==> config.mk <==
export PLATFORM = sky130hd
export DESIGN_NAME = td4_prog_loader_flat
export DESIGN_NICKNAME = d
export VERILOG_FILES = /design/src/rtl/td4_prog_loader_if.sv /design/src/rtl/td4_prog_loader.sv /design/src/flat_wrapper.sv
export SDC_FILE = /design/constraint.sdc
export NUM_CORES = 1
export LEC_CHECK = 0
export CAP_MARGIN = 10
export CORE_MARGIN = 4
export CORE_UTILIZATION = 40
export DETAILED_ROUTE_END_ITERATION = 16
export HOLD_SLACK_MARGIN = 0.05
export PLACE_DENSITY = 0.56
export SETUP_SLACK_MARGIN = 0.02
export SYNTH_ARGS = -nofsm -noshare
export SYNTH_HDL_FRONTEND = slang
export SYNTH_SLANG_ARGS = --single-unit
==> constraint.sdc <==
create_clock -name clock -period 2.7 [get_ports clock]
set_clock_uncertainty 0.15 [all_clocks]
set_input_delay 0.81 -clock clock [delete_from_list [all_inputs] [get_ports clock]]
set_output_delay 0.81 -clock clock [all_outputs]
set_load 0.05 [all_outputs]
==> src/rtl/td4_prog_loader_if.sv <==
// Byte-stream load port and instruction-fetch read port of the TD4 program store.
interface td4_prog_loader_if #(
    parameter int ADDR_W = 4,
    parameter int DATA_W = 8
);
    logic [DATA_W-1:0] in_data;
    logic              in_valid;
    logic              in_ready;
    logic [ADDR_W-1:0] addr;
    logic [DATA_W-1:0] data;

    modport master (
        output in_data,
        output in_valid,
        input  in_ready,
        output addr,
        input  data
    );

    modport slave (
        input  in_data,
        input  in_valid,
        output in_ready,
        input  addr,
        output data
    );
endinterface

==> src/rtl/td4_prog_loader.sv <==
// TD4 program loader: 16x8 writable instruction store filled from a byte stream; holds the core in reset while loading.
// Optional trailing checksum byte with HALT on mismatch is built when LOADER_CHECKSUM_EN is defined.
module td4_prog_loader #(
    parameter int DEPTH  = 16,
    parameter int ADDR_W = 4,
    parameter int DATA_W = 8
) (
    input  logic              clock,
    input  logic              reset,
    input  logic              load_req,
    td4_prog_loader_if.slave  bus,
    output logic              core_reset_n,
    output logic              loading,
    output logic [ADDR_W-1:0] wr_ptr,
    output logic              done,
    output logic              error
);

    localparam logic [ADDR_W-1:0] PTR_LAST = ADDR_W'(DEPTH - 1);
    localparam logic [ADDR_W-1:0] PTR_ONE  = ADDR_W'(1);

`ifdef LOADER_CHECKSUM_EN
    typedef enum logic [1:0] {
        ST_RUN   = 2'd0,
        ST_LOAD  = 2'd1,
        ST_CHECK = 2'd2,
        ST_HALT  = 2'd3
    } state_t;

    // Program plus checksum byte must sum to zero modulo 256.
    function automatic logic checksum_ok(input logic [DATA_W-1:0] sum_v,
                                         input logic [DATA_W-1:0] byte_v);
        logic [DATA_W-1:0] total_v;
        total_v = sum_v + byte_v;
        return (total_v == {DATA_W{1'b0}});
    endfunction
`else
    typedef enum logic [0:0] {
        ST_RUN  = 1'b0,
        ST_LOAD = 1'b1
    } state_t;
`endif

    state_t            state_q, state_d;
    logic [ADDR_W-1:0] wr_ptr_q, wr_ptr_d;
    logic              core_reset_n_q, core_reset_n_d;
    logic              in_ready_q, in_ready_d;
    logic              done_q, done_d;
    logic              wr_en_s;
    logic              accept_s;
    logic [DATA_W-1:0] mem_q [DEPTH];
`ifdef LOADER_CHECKSUM_EN
    logic [DATA_W-1:0] sum_q, sum_d;
    logic              error_q, error_d;
`endif

    assign accept_s = bus.in_valid & in_ready_q;

    // Next-state, write-enable and registered-output decode.
    always_comb begin
        state_d  = state_q;
        wr_ptr_d = wr_ptr_q;
        done_d   = 1'b0;
        wr_en_s  = 1'b0;
`ifdef LOADER_CHECKSUM_EN
        sum_d    = sum_q;
        error_d  = error_q;
`endif
        case (state_q)
            ST_RUN: begin
                if (load_req) begin
                    state_d  = ST_LOAD;
                    wr_ptr_d = {ADDR_W{1'b0}};
`ifdef LOADER_CHECKSUM_EN
                    sum_d    = {DATA_W{1'b0}};
                    error_d  = 1'b0;
`endif
                end else begin
                    state_d = ST_RUN;
                end
            end
            ST_LOAD: begin
                if (accept_s) begin
                    wr_en_s  = 1'b1;
                    wr_ptr_d = wr_ptr_q + PTR_ONE;
`ifdef LOADER_CHECKSUM_EN
                    sum_d    = sum_q + bus.in_data;
`endif
                    if (wr_ptr_q == PTR_LAST) begin
`ifdef LOADER_CHECKSUM_EN
                        state_d = ST_CHECK;
`else
                        state_d = ST_RUN;
                        done_d  = 1'b1;
`endif
                    end else begin
                        state_d = ST_LOAD;
                    end
                end else begin
                    state_d = ST_LOAD;
                end
            end
`ifdef LOADER_CHECKSUM_EN
            ST_CHECK: begin
                if (accept_s) begin
                    if (checksum_ok(sum_q, bus.in_data)) begin
                        state_d = ST_RUN;
                        done_d  = 1'b1;
                    end else begin
                        state_d = ST_HALT;
                        error_d = 1'b1;
                    end
                end else begin
                    state_d = ST_CHECK;
                end
            end
            ST_HALT: begin
                if (load_req) begin
                    state_d  = ST_LOAD;
                    wr_ptr_d = {ADDR_W{1'b0}};
                    sum_d    = {DATA_W{1'b0}};
                    error_d  = 1'b0;
                end else begin
                    state_d = ST_HALT;
                end
            end
`endif
            default: begin
                state_d = ST_RUN;
            end
        endcase
        // Core and stream-ready follow where the FSM is going, so they change on the same edge.
        core_reset_n_d = (state_d == ST_RUN);
`ifdef LOADER_CHECKSUM_EN
        in_ready_d     = (state_d == ST_LOAD) || (state_d == ST_CHECK);
`else
        in_ready_d     = (state_d == ST_LOAD);
`endif
    end

    // FSM state and registered control outputs.
    always_ff @(posedge clock or negedge reset) begin
        if (!reset) begin
            state_q        <= ST_RUN;
            wr_ptr_q       <= {ADDR_W{1'b0}};
            core_reset_n_q <= 1'b0;
            in_ready_q     <= 1'b0;
            done_q         <= 1'b0;
`ifdef LOADER_CHECKSUM_EN
            sum_q          <= {DATA_W{1'b0}};
            error_q        <= 1'b0;
`endif
        end else begin
            state_q        <= state_d;
            wr_ptr_q       <= wr_ptr_d;
            core_reset_n_q <= core_reset_n_d;
            in_ready_q     <= in_ready_d;
            done_q         <= done_d;
`ifdef LOADER_CHECKSUM_EN
            sum_q          <= sum_d;
            error_q        <= error_d;
`endif
        end
    end

    // Program store; reset clears it so an aborted load never leaves a partial program.
    always_ff @(posedge clock or negedge reset) begin
        if (!reset) begin
            for (int i = 0; i < DEPTH; i++) begin
                mem_q[i] <= {DATA_W{1'b0}};
            end
        end else if (wr_en_s) begin
            mem_q[wr_ptr_q] <= bus.in_data;
        end else begin
            mem_q <= mem_q;
        end
    end

    assign bus.data     = mem_q[bus.addr];
    assign bus.in_ready = in_ready_q;
    assign core_reset_n = core_reset_n_q;
    assign wr_ptr       = wr_ptr_q;
    assign done         = done_q;
`ifdef LOADER_CHECKSUM_EN
    assign loading      = (state_q == ST_LOAD) || (state_q == ST_CHECK);
    assign error        = error_q;
`else
    assign loading      = (state_q == ST_LOAD);
    assign error        = 1'b0;
`endif

endmodule

==> src/flat_wrapper.sv <==
// flat-port wrapper written by rule: the top's interface ports become plain ports
module td4_prog_loader_flat 
#(
    parameter int DEPTH  = 16,
    parameter int ADDR_W = 4,
    parameter int DATA_W = 8
)
  (clock, reset, load_req, core_reset_n, loading, wr_ptr, done, error, bus_in_data, bus_in_valid, bus_in_ready, bus_addr, bus_data);
  td4_prog_loader_if #(.ADDR_W(ADDR_W), .DATA_W(DATA_W)) bus_i ();
  input  logic clock;
  input  logic reset;
  input  logic load_req;
  output logic core_reset_n;
  output logic loading;
  output logic [ADDR_W-1:0] wr_ptr;
  output logic done;
  output logic error;
  input wire logic [$bits(bus_i.in_data)-1:0] bus_in_data;
  input wire logic [$bits(bus_i.in_valid)-1:0] bus_in_valid;
  output wire logic [$bits(bus_i.in_ready)-1:0] bus_in_ready;
  input wire logic [$bits(bus_i.addr)-1:0] bus_addr;
  output wire logic [$bits(bus_i.data)-1:0] bus_data;
  assign bus_i.in_data = bus_in_data;
  assign bus_i.in_valid = bus_in_valid;
  assign bus_in_ready = bus_i.in_ready;
  assign bus_i.addr = bus_addr;
  assign bus_data = bus_i.data;
  td4_prog_loader #(.DEPTH(DEPTH), .ADDR_W(ADDR_W), .DATA_W(DATA_W)) u_core (.clock(clock), .reset(reset), .load_req(load_req), .bus(bus_i), .core_reset_n(core_reset_n), .loading(loading), .wr_ptr(wr_ptr), .done(done), .error(error));
endmodule
Word level (Yosys, flattened, before mapping)
Cells that the tools add are included.
Storage, ports and cells
  output and inout bits: 17
  bits in registers: 135
  logic and storage cells: 52
  input bits: 16
Cells by class
  eq/ne operators: 3
  bitwise logic cells: 5
  $add $sub $neg: 1
  $lt $le $gt $ge: 3
  reduce and logical (&&, ||, !) cells: 2
  multiplexer cells: 18
Operators by type and width (count)
  128-bit bitwise mux: 1
  8-bit binary-select mux with 4-bit select: 1
  8-bit demux with 4-bit select: 1
  8-bit 2-to-1 mux: 3
  5-bit >= comparator, second input constant: 2
  4-bit inverter with 5-bit output: 2
  1-bit 2-to-1 mux: 8
  4-bit 2-to-1 mux: 2
  4-bit case mux with 2 select lines: 1
  5-bit by 1-bit < comparator with 1-bit output, second input constant: 1
  4-bit by 1-bit adder with 4-bit output, second input constant: 1
  4-bit == test, second input constant: 1
  2-bit != test, second input constant: 2
  1-bit inverter: 2
  1-bit case mux with 2 select lines: 1
  2-bit AND reduction: 1
  1-bit bitwise AND: 1
  1-bit logical AND: 1

Depth between registers and ports, before layout
Gate-level depths: netlist (run 1).
  word-level depth: 6
  mapped depth: 6
  mapped depth without buffers: 5

Least setup slack after synthesis (run 1)
OpenSTA, ideal clock, no wires.
  path kind: in2out
  from: in bus_addr[0]
  to: out bus_data[4]
  data required time: 1.740 ns
  path buffers: 2
  stages: 5
  path slack: -0.344 ns
  data arrival time: 2.084 ns
  cell sequence: buf_6 > buf_6 > mux4_1 > a22oi_1 > nand2_1
Between the ends
  cells in the longest elaborated chain, start to end: 4
RTL lines
  from (decl): RTL line flat_wrapper.sv:21  | input wire logic [$bits(bus_i.addr)-1:0] bus_addr;
  4-bit inverter with 5-bit output (not written as such): RTL line td4_prog_loader.sv:179  | assign bus.data = mem_q[bus.addr];
  8-bit binary-select mux with 4-bit select: RTL line td4_prog_loader.sv:179
  8-bit 2-to-1 mux (not written as such) (2 in series): RTL line td4_prog_loader.sv:179
  to (decl): RTL line flat_wrapper.sv:22  | output wire logic [$bits(bus_i.data)-1:0] bus_data;
No other way between the ends. The select of a mux whose other input is x is not followed.

Worst setup path in the final report (run 1)
Same ends and word-level chain as after synthesis.

==> impl_metrics.py, run 1 <==
metrics = {
    "run_status": {
        "status": "finished with violations",
        "violations": "setup timing",
    },
    "synth": {
        "synth.distinct_cells": 37,
        "yosys_warnings": 0,
        "synth_top_family_by_area": "multiplexers",
        "synthCells": 401,
        "synth_compound_area_share_pct": 2.562,
        "ys_seq_area_share_pct": 53.62,
        "avgSynthCellArea_sq_um": 15.71,
        "yosys.area_share.adder_pct": 0.7944,
        "synth_xor_xnor_area_share_pct": 0.1390,
        "synth_edf_count": 0,
        "synthMuxAreaShare_pct": 35.43,
        "synth_fp_nets": 421,
        "synth-simple-area-share_pct": 4.528,
        "netlist_area_sq_um": 6300,
        "synth_flop_cell": "dfrtp_1",
        "ys_ff_latch": 135,
        "async_reset_ff_share_pct": 100.0,
    },
    "die": {
        "std_cell_rows": 45,
        "die_h_microns": 133.5,
        "die_x_microns": 133.5,
        "core_sq_um": 15310,
        "initial_core_util_pct": 41.14,
        "ioPinCount": 33,
        "die_area_sq_um": 17820,
    },
    "cells_and_area": {
        "drive_gt1_share_pct": 58.85,
        "regArea_sq_um": 3378,
        "multi_input_area_sq_um": 2814,
        "nets": 493,
        "utilization_pct": 53.08,
        "area_delta_synth_final_pct": 29.04,
        "fin_cells": 697,
        "antenna_cells": 0,
        "fin_area_sq_um": 8129,
        "n_fill_cell": 1287,
    },
    "timing": {
        "finalCritPeriodShare_pct": 116.0,
        "worst_pin_slew_ns": 0.6464,
        "tns_ns": -3.186,
        "max_freq_mhz": 319.4,
        "slew_headroom_pct": 56.77,
        "fin_crit_ns": 3.131,
        "setup_viol_count_final": 8,
        "maxSlewViolCount": 0,
        "layout_setup_ws_ns": -0.4313,
        "hold_violations": 0,
        "rsz0062_at_grt": "true",
    },
    "detailed_routing": {
        "first_pass_iters": 4,
        "antenna_left": 0,
        "drc": 0,
        "drt-initial-drc-count": 149,
        "wl_per_cell_microns": 21.38,
        "vias": 3695,
        "viasPerCell": 5.301,
        "finalWirelength_mm": 14.90,
    },
    "cts": {
        "hold_buffers": 0,
        "root_buffer": "clkbuf_16",
        "htreeDepth": 4,
        "cts_made_buffers": 17,
        "clk_pin_slew_ns": 0.06,
        "cts_tree": "done",
        "cts.sinks": 135,
        "clockBufferDepth": 2,
        "worstSkewPairLatency_ns": 0.41,
    },
    "critical_path": {
        "cp_max_fo": 5,
        "cp.required_ns": 1.74,
        "criticalPathCategory": "primary input to output pin",
        "crit_arrival_ns": 2.17,
        "end_kind": "output pin",
        "cp-start-kind": "primary input",
    },
    "min_path": {
        "worst_hold_path_type": "primary input to asynchronous set/reset pin",
    },
    "placed_design": {
        "io_buffers": 31,
        "gp_congestion": 0.7419,
        "dpl.cell_count": 662,
        "placed_area_sq_um": 7427,
        "hpwl_mm": 9.825,
    },
    "power_and_ir_drop": {
        "p_leak_nw": 3.521,
        "cellPowerDensity_nw_per_um2": 1051,
        "vdd_ir_drop_max_mv": 0.5446,
    },
    "global_route": {
        "overflow": 0,
        "grt.total_usage_pct": 17.70,
        "grt_pass1_wl_mm": 23.62,
        "grt_max_degree": 49,
        "antenna_found_initial": 0,
        "grt_pass1_vias": 3965,
    },
    "run": {
        "max_cap_viol_count": 0,
    },
}
-- final timing paths --
path | startpoint | to | slack (ns) | cells after the start
min in group clock | u_core.mem_q[121]$_DFFE_PN0P_ | u_core.mem_q[121]$_DFFE_PN0P_ | 0.34 | 1
min reg2reg | u_core.mem_q[121]$_DFFE_PN0P_ | u_core.mem_q[121]$_DFFE_PN0P_ | 0.34 | 1
max | bus_addr[0] | bus_data[4] | -0.43 | 7
max reg2reg | u_core.loading$_DFF_PN0_ | u_core.mem_q[4]$_DFFE_PN0P_ | 0.62 | 3
min | reset | u_core.mem_q[50]$_DFFE_PN0P_ | 0.18 | 1
max in group asynchronous | reset | u_core.mem_q[71]$_DFFE_PN0P_ | 1.55 | 2
-- sequential cells by signal, summed over array words and instances (netlist names) --
register,cells
u_core.mem_q,128
u_core.wr_ptr,4
u_core.core_reset_n,1
u_core.done,1
u_core.loading,1
-- power breakdown --
part,switching (mW),internal [mW]
clock network,0.932,1.28
registers,0.510,2.95
logic,1.23,1.65
-- area by class of cell --
class	count	area share, %
multi-input combinational	236	34.62
clock buffer	17	5.233
inverter	3	0.1385
tap	211	3.248
sequential	135	41.56
clock inverter	15	1.785
timing repair buffer	80	13.42
-- cells in the mapped netlist (3+ instances only) --
cell	count	area share, %
inv_1	3	0.18
dfrtp_1	135	54
nor2_4	6	1.1
buf_4	4	0.48
buf_6	3	0.54
a22oi_1	16	1.9
o21ai_0	3	0.24
mux2_2	127	23
ha_1	4	0.79
nor2_1	3	0.18
buf_2	8	0.64
nand2b_1	3	0.30
nand3_1	4	0.32
nand2_1	16	0.95
clkdlybuf4s25_2	3	0.48
mux4_1	18	7.5
mux4_2	13	4.6
clkbuf_1	8	0.48
-- repair_timing --
action | 4_1_cts | 5_1_grt
buffers inserted | 1 | 0
cloned | 2 | 0
gates resized for setup | 27 | 1
setup endpoints to repair | 11 | 8
pin swaps | 10 | 8
-- worst max-delay path, cell delays in order --
cell and delay [ns]:
buf_12 0.09, buf_12 0.12, buf_6 0.11, mux4_2 0.50, a22oi_2 0.30, nand2_4 0.07, buf_8 0.16
-- through the flow --
step | setup slack (ns) | hold WS [ns] | total power, mW
2_1_floorplan | -0.1730 | 0.3033 | 5.404
3_3_place_gp | -0.6988 | 0.3227 | 6.180
3_5_place_dp | -0.6955 | 0.3305 | 6.293
4_1_cts | -0.4708 | 0.1905 | 8.612
5_1_grt | -0.4946 | 0.2077 | 8.989
6_report | -0.4313 | 0.1839 | 8.545
-- cells in the final DEF (no fill, tap or decap), types with 5 or more instances in the layout --
| master | n |
|---|---|
| inv_6 | 5 |
| buf_6 | 7 |
| nor2_4 | 6 |
| mux4_2 | 31 |
| clkinv_4 | 5 |
| nand2_4 | 8 |
| mux2_2 | 127 |
| buf_4 | 20 |
| clkdlybuf4s50_1 | 15 |
| buf_12 | 28 |
| nand2_1 | 8 |
| clkbuf_16 | 17 |
| dfrtp_1 | 135 |
| a22oi_2 | 16 |
-- per-layer routing --
layer,routed length (microns),track usage [%]
met4,213,5.257
met2,7516,28.89
met5,0,0
met1,6743,23.58
met3,430,4.418
-- cell families (layout without fill, tap and decap cells) --
family                     Yosys count  count (layout)
DFF                                135             135
buffers and inverters               30             115
and+or+nand+nor                     47              47
xor gates and xnor gates             1               1
adders and majority gates            4               4
other                                1               1
AOI/OAI and AO/OA                   23              23
muxes                              160             160
Power figures use the tool's default switching activity.
==> inputs of run 2 (changes only) <==
Settings changed: CAP_MARGIN 10 to 20, CORE_ASPECT_RATIO from default to 0.8.
==> run 2 against run 1 <==
The run still ends with setup timing left. Total power shrank 0.81%. Register-to-register slack better by 0.20 ns. Via count fell by 0.68%. Sequential share of layout area rose by 0.13 points. Fmax increased by 0.43%. Routed wire length down 1.9%. Global-route usage is 0.12 points higher. Worst setup slack better by 0.014 ns. Sequential cell count unchanged. Non-clock buffer count grew 1. Combinational power is essentially flat.
==> impl_metrics.py, run 2 (same netlist as run 1, synthesis figures left out) <==
metrics = {
    "run_status": {
        "status": "finished with violations",
        "violations": "setup timing",
    },
    "global_route": {
        "gr-usage-met2_pct": 27.77,
        "grt.total_usage_pct": 17.82,
        "antenna_found_initial": 0,
        "use_met3_pct": 5.245,
        "grt_pass1_vias": 4114,
        "grt_max_degree": 54,
        "overflow": 0,
        "gr-usage-met1_pct": 24.54,
        "grt_most_used_layer": "met2",
        "grt_pass1_wl_mm": 23.69,
    },
    "power_and_ir_drop": {
        "p_seq_share_pct": 40.3,
        "swShare_pct": 29.68,
        "power_frac_clock_pct": 25.8,
        "p_switching_mw": 2.516,
        "p_leak_nw": 3.555,
        "pwr-share-comb_pct": 33.9,
        "vdd_ir_drop_max_mv": 0.5793,
        "cellPowerDensity_nw_per_um2": 1046,
        "p_int_mw": 5.960,
    },
    "critical_path": {
        "r2r_start": "u_core.wr_ptr[0]$_DFFE_PN0P_",
        "crit_path_max_incr_delay_ns": 0.63,
        "crit_arrival_ns": 2.16,
        "crit_slowest_cell": "mux4_4",
        "cp_cell_sequence": "buf_12, buf_12, mux4_4, a22oi_2, nand2_4, buf_8",
        "r2r_slack_ns": 0.82,
        "cp-start-kind": "primary input",
        "critical-path-top-delay-family": "multiplexers",
        "r2r.worst_path.cells": 6,
        "crit_top_cell": "buf_12",
        "cp_max_fo": 7,
        "cp.required_ns": 1.74,
        "criticalPathCategory": "primary input to output pin",
        "crit_buf_inv": 3,
        "reg2reg_to": "u_core.mem_q[122]$_DFFE_PN0P_",
        "end_kind": "output pin",
    },
    "run": {
        "max_cap_viol_count": 0,
    },
    "detailed_routing": {
        "wl_per_cell_microns": 21.06,
        "vias": 3670,
        "finalWirelength_mm": 14.62,
        "drt-initial-drc-count": 159,
        "viasPerCell": 5.288,
        "first_pass_iters": 4,
        "antenna_left": 0,
        "drc": 0,
    },
    "cells_and_area": {
        "nets": 494,
        "area_delta_synth_final_pct": 28.64,
        "fin_area_sq_um": 8104,
        "n_fill_cell": 1311,
        "final_common_cell": "dfrtp_1",
        "most-common-layout-cells": "135 x dfrtp_1, 127 x mux2_2, 29 x mux4_2, 27 x buf_12, 27 x buf_4",
        "largest_reg_flops": 128,
        "utilization_pct": 53.26,
        "regMostFlops": "u_core.mem_q",
        "antenna_cells": 0,
        "drive_gt1_share_pct": 58.47,
    },
    "timing": {
        "slew_headroom_pct": 58.62,
        "finalCritPeriodShare_pct": 115.5,
        "rsz0062_at_grt": "true",
        "fin_crit_ns": 3.118,
        "max_freq_mhz": 320.7,
        "layout_setup_ws_ns": -0.4178,
        "tns_ns": -2.967,
        "hold_violations": 0,
        "worst_pin_slew_ns": 0.6188,
        "maxSlewViolCount": 0,
        "setup_viol_count_final": 8,
    },
    "die": {
        "die_x_microns": 148.3,
        "die_h_microns": 120.2,
        "core_sq_um": 15210,
        "die_area_sq_um": 17830,
        "ioPinCount": 33,
        "std_cell_rows": 40,
        "initial_core_util_pct": 41.41,
    },
    "placed_design": {
        "pre_cts_ws_ns": -0.6969,
        "gp_congestion": 0.7480,
        "io_buffers": 31,
        "hpwl_mm": 9.776,
        "placed_area_sq_um": 7418,
    },
    "cts": {
        "cts_made_buffers": 17,
        "cts.sinks": 135,
        "hold_buffers": 0,
        "clk_pin_slew_ns": 0.06,
        "root_buffer": "clkbuf_16",
        "htreeDepth": 4,
        "worstSkewPairLatency_ns": 0.42,
        "cts_tree": "done",
        "clockBufferDepth": 2,
    },
    "min_path": {
        "worst_hold_path_type": "primary input to asynchronous set/reset pin",
    },
}
## run 2: changes by cell type in the layout (fill, tap and decap cells not counted), moves of 2 or more
cell	change
dlymetal6s2s_1	+2
mux4_2	-2
inv_6	-5
clkinv_4	-5
clkinvlp_4	-3
buf_4	+7
buf_8	-3
buf_6	-2
clkbuf_8	+9
mux4_1	+2
## run 2: final cells by class
| cell class | instances | area, sq um | area share, % |
|---|---|---|---|
| Tap cell | 210 | 262.8 | 3.242 |
| Multi-Input combinational cell | 236 | 2826 | 34.88 |
| Inverter | 3 | 11.26 | 0.1390 |
| Clock inverter | 2 | 10.01 | 0.1235 |
| Timing Repair Buffer | 81 | 1062 | 13.11 |
| Sequential cell | 135 | 3378 | 41.69 |
| Clock buffer | 27 | 553.0 | 6.824 |
## run 2: routing by layer
metal	wire length, microns	part of all wire, %
met3	626	4.3
met1	6992	48
met4	123	0.84
met2	6877	47
met5	0	0
## run 2: worst max path at each step
stage,from,endpoint,slack (ns),cells after the start
final,bus_addr[0],bus_data[7],-0.42,6
after global routing,bus_addr[0],bus_data[7],-0.46,6
after CTS,bus_addr[0],bus_data[7],-0.43,6
after detailed placement,bus_addr[1],bus_data[6],-0.70,7
after global placement,bus_addr[1],bus_data[6],-0.70,7
after floorplan,bus_addr[0],bus_data[6],-0.17,5
## run 2: worst reg2reg max path, stage by stage (launching register included)
cell and delay (ns):
dfrtp_1 0.45, inv_1 0.14, ha_1 0.22, nand2b_1 0.16, nor2_4 0.16, buf_12 0.15, mux2_2 0.34
## run 2: metrics by stage
step                      power (mW)  instances  hold WS (ns)
after floorplan                5.404        401        0.3033
after global placement         6.209        660        0.3244
after detailed placement       6.295        660        0.3291
after CTS                      8.562        694        0.2098
after global routing           8.944        694        0.2341
final                          8.476        694        0.2102
## run 2: power groups by stage
stage | Sequential, mW | Combinational [mW] | Clock, mW
after CTS | 3.41 | 2.91 | 2.23
final | 3.42 | 2.87 | 2.19
after floorplan | 3.38 | 2.03 | 0
after detailed placement | 3.44 | 2.86 | 0
after global routing | 3.53 | 3.09 | 2.32
after global placement | 3.41 | 2.79 | 0
## run 2: timing repair
| item | in CTS | in global routing |
|---|---|---|
| gates resized for setup | 19 | 2 |
| pin swaps | 9 | 4 |
| endpoints found under the setup margin | 9 | 9 |
| setup buffers | 3 | 0 |
| gates cloned | 2 | 0 |
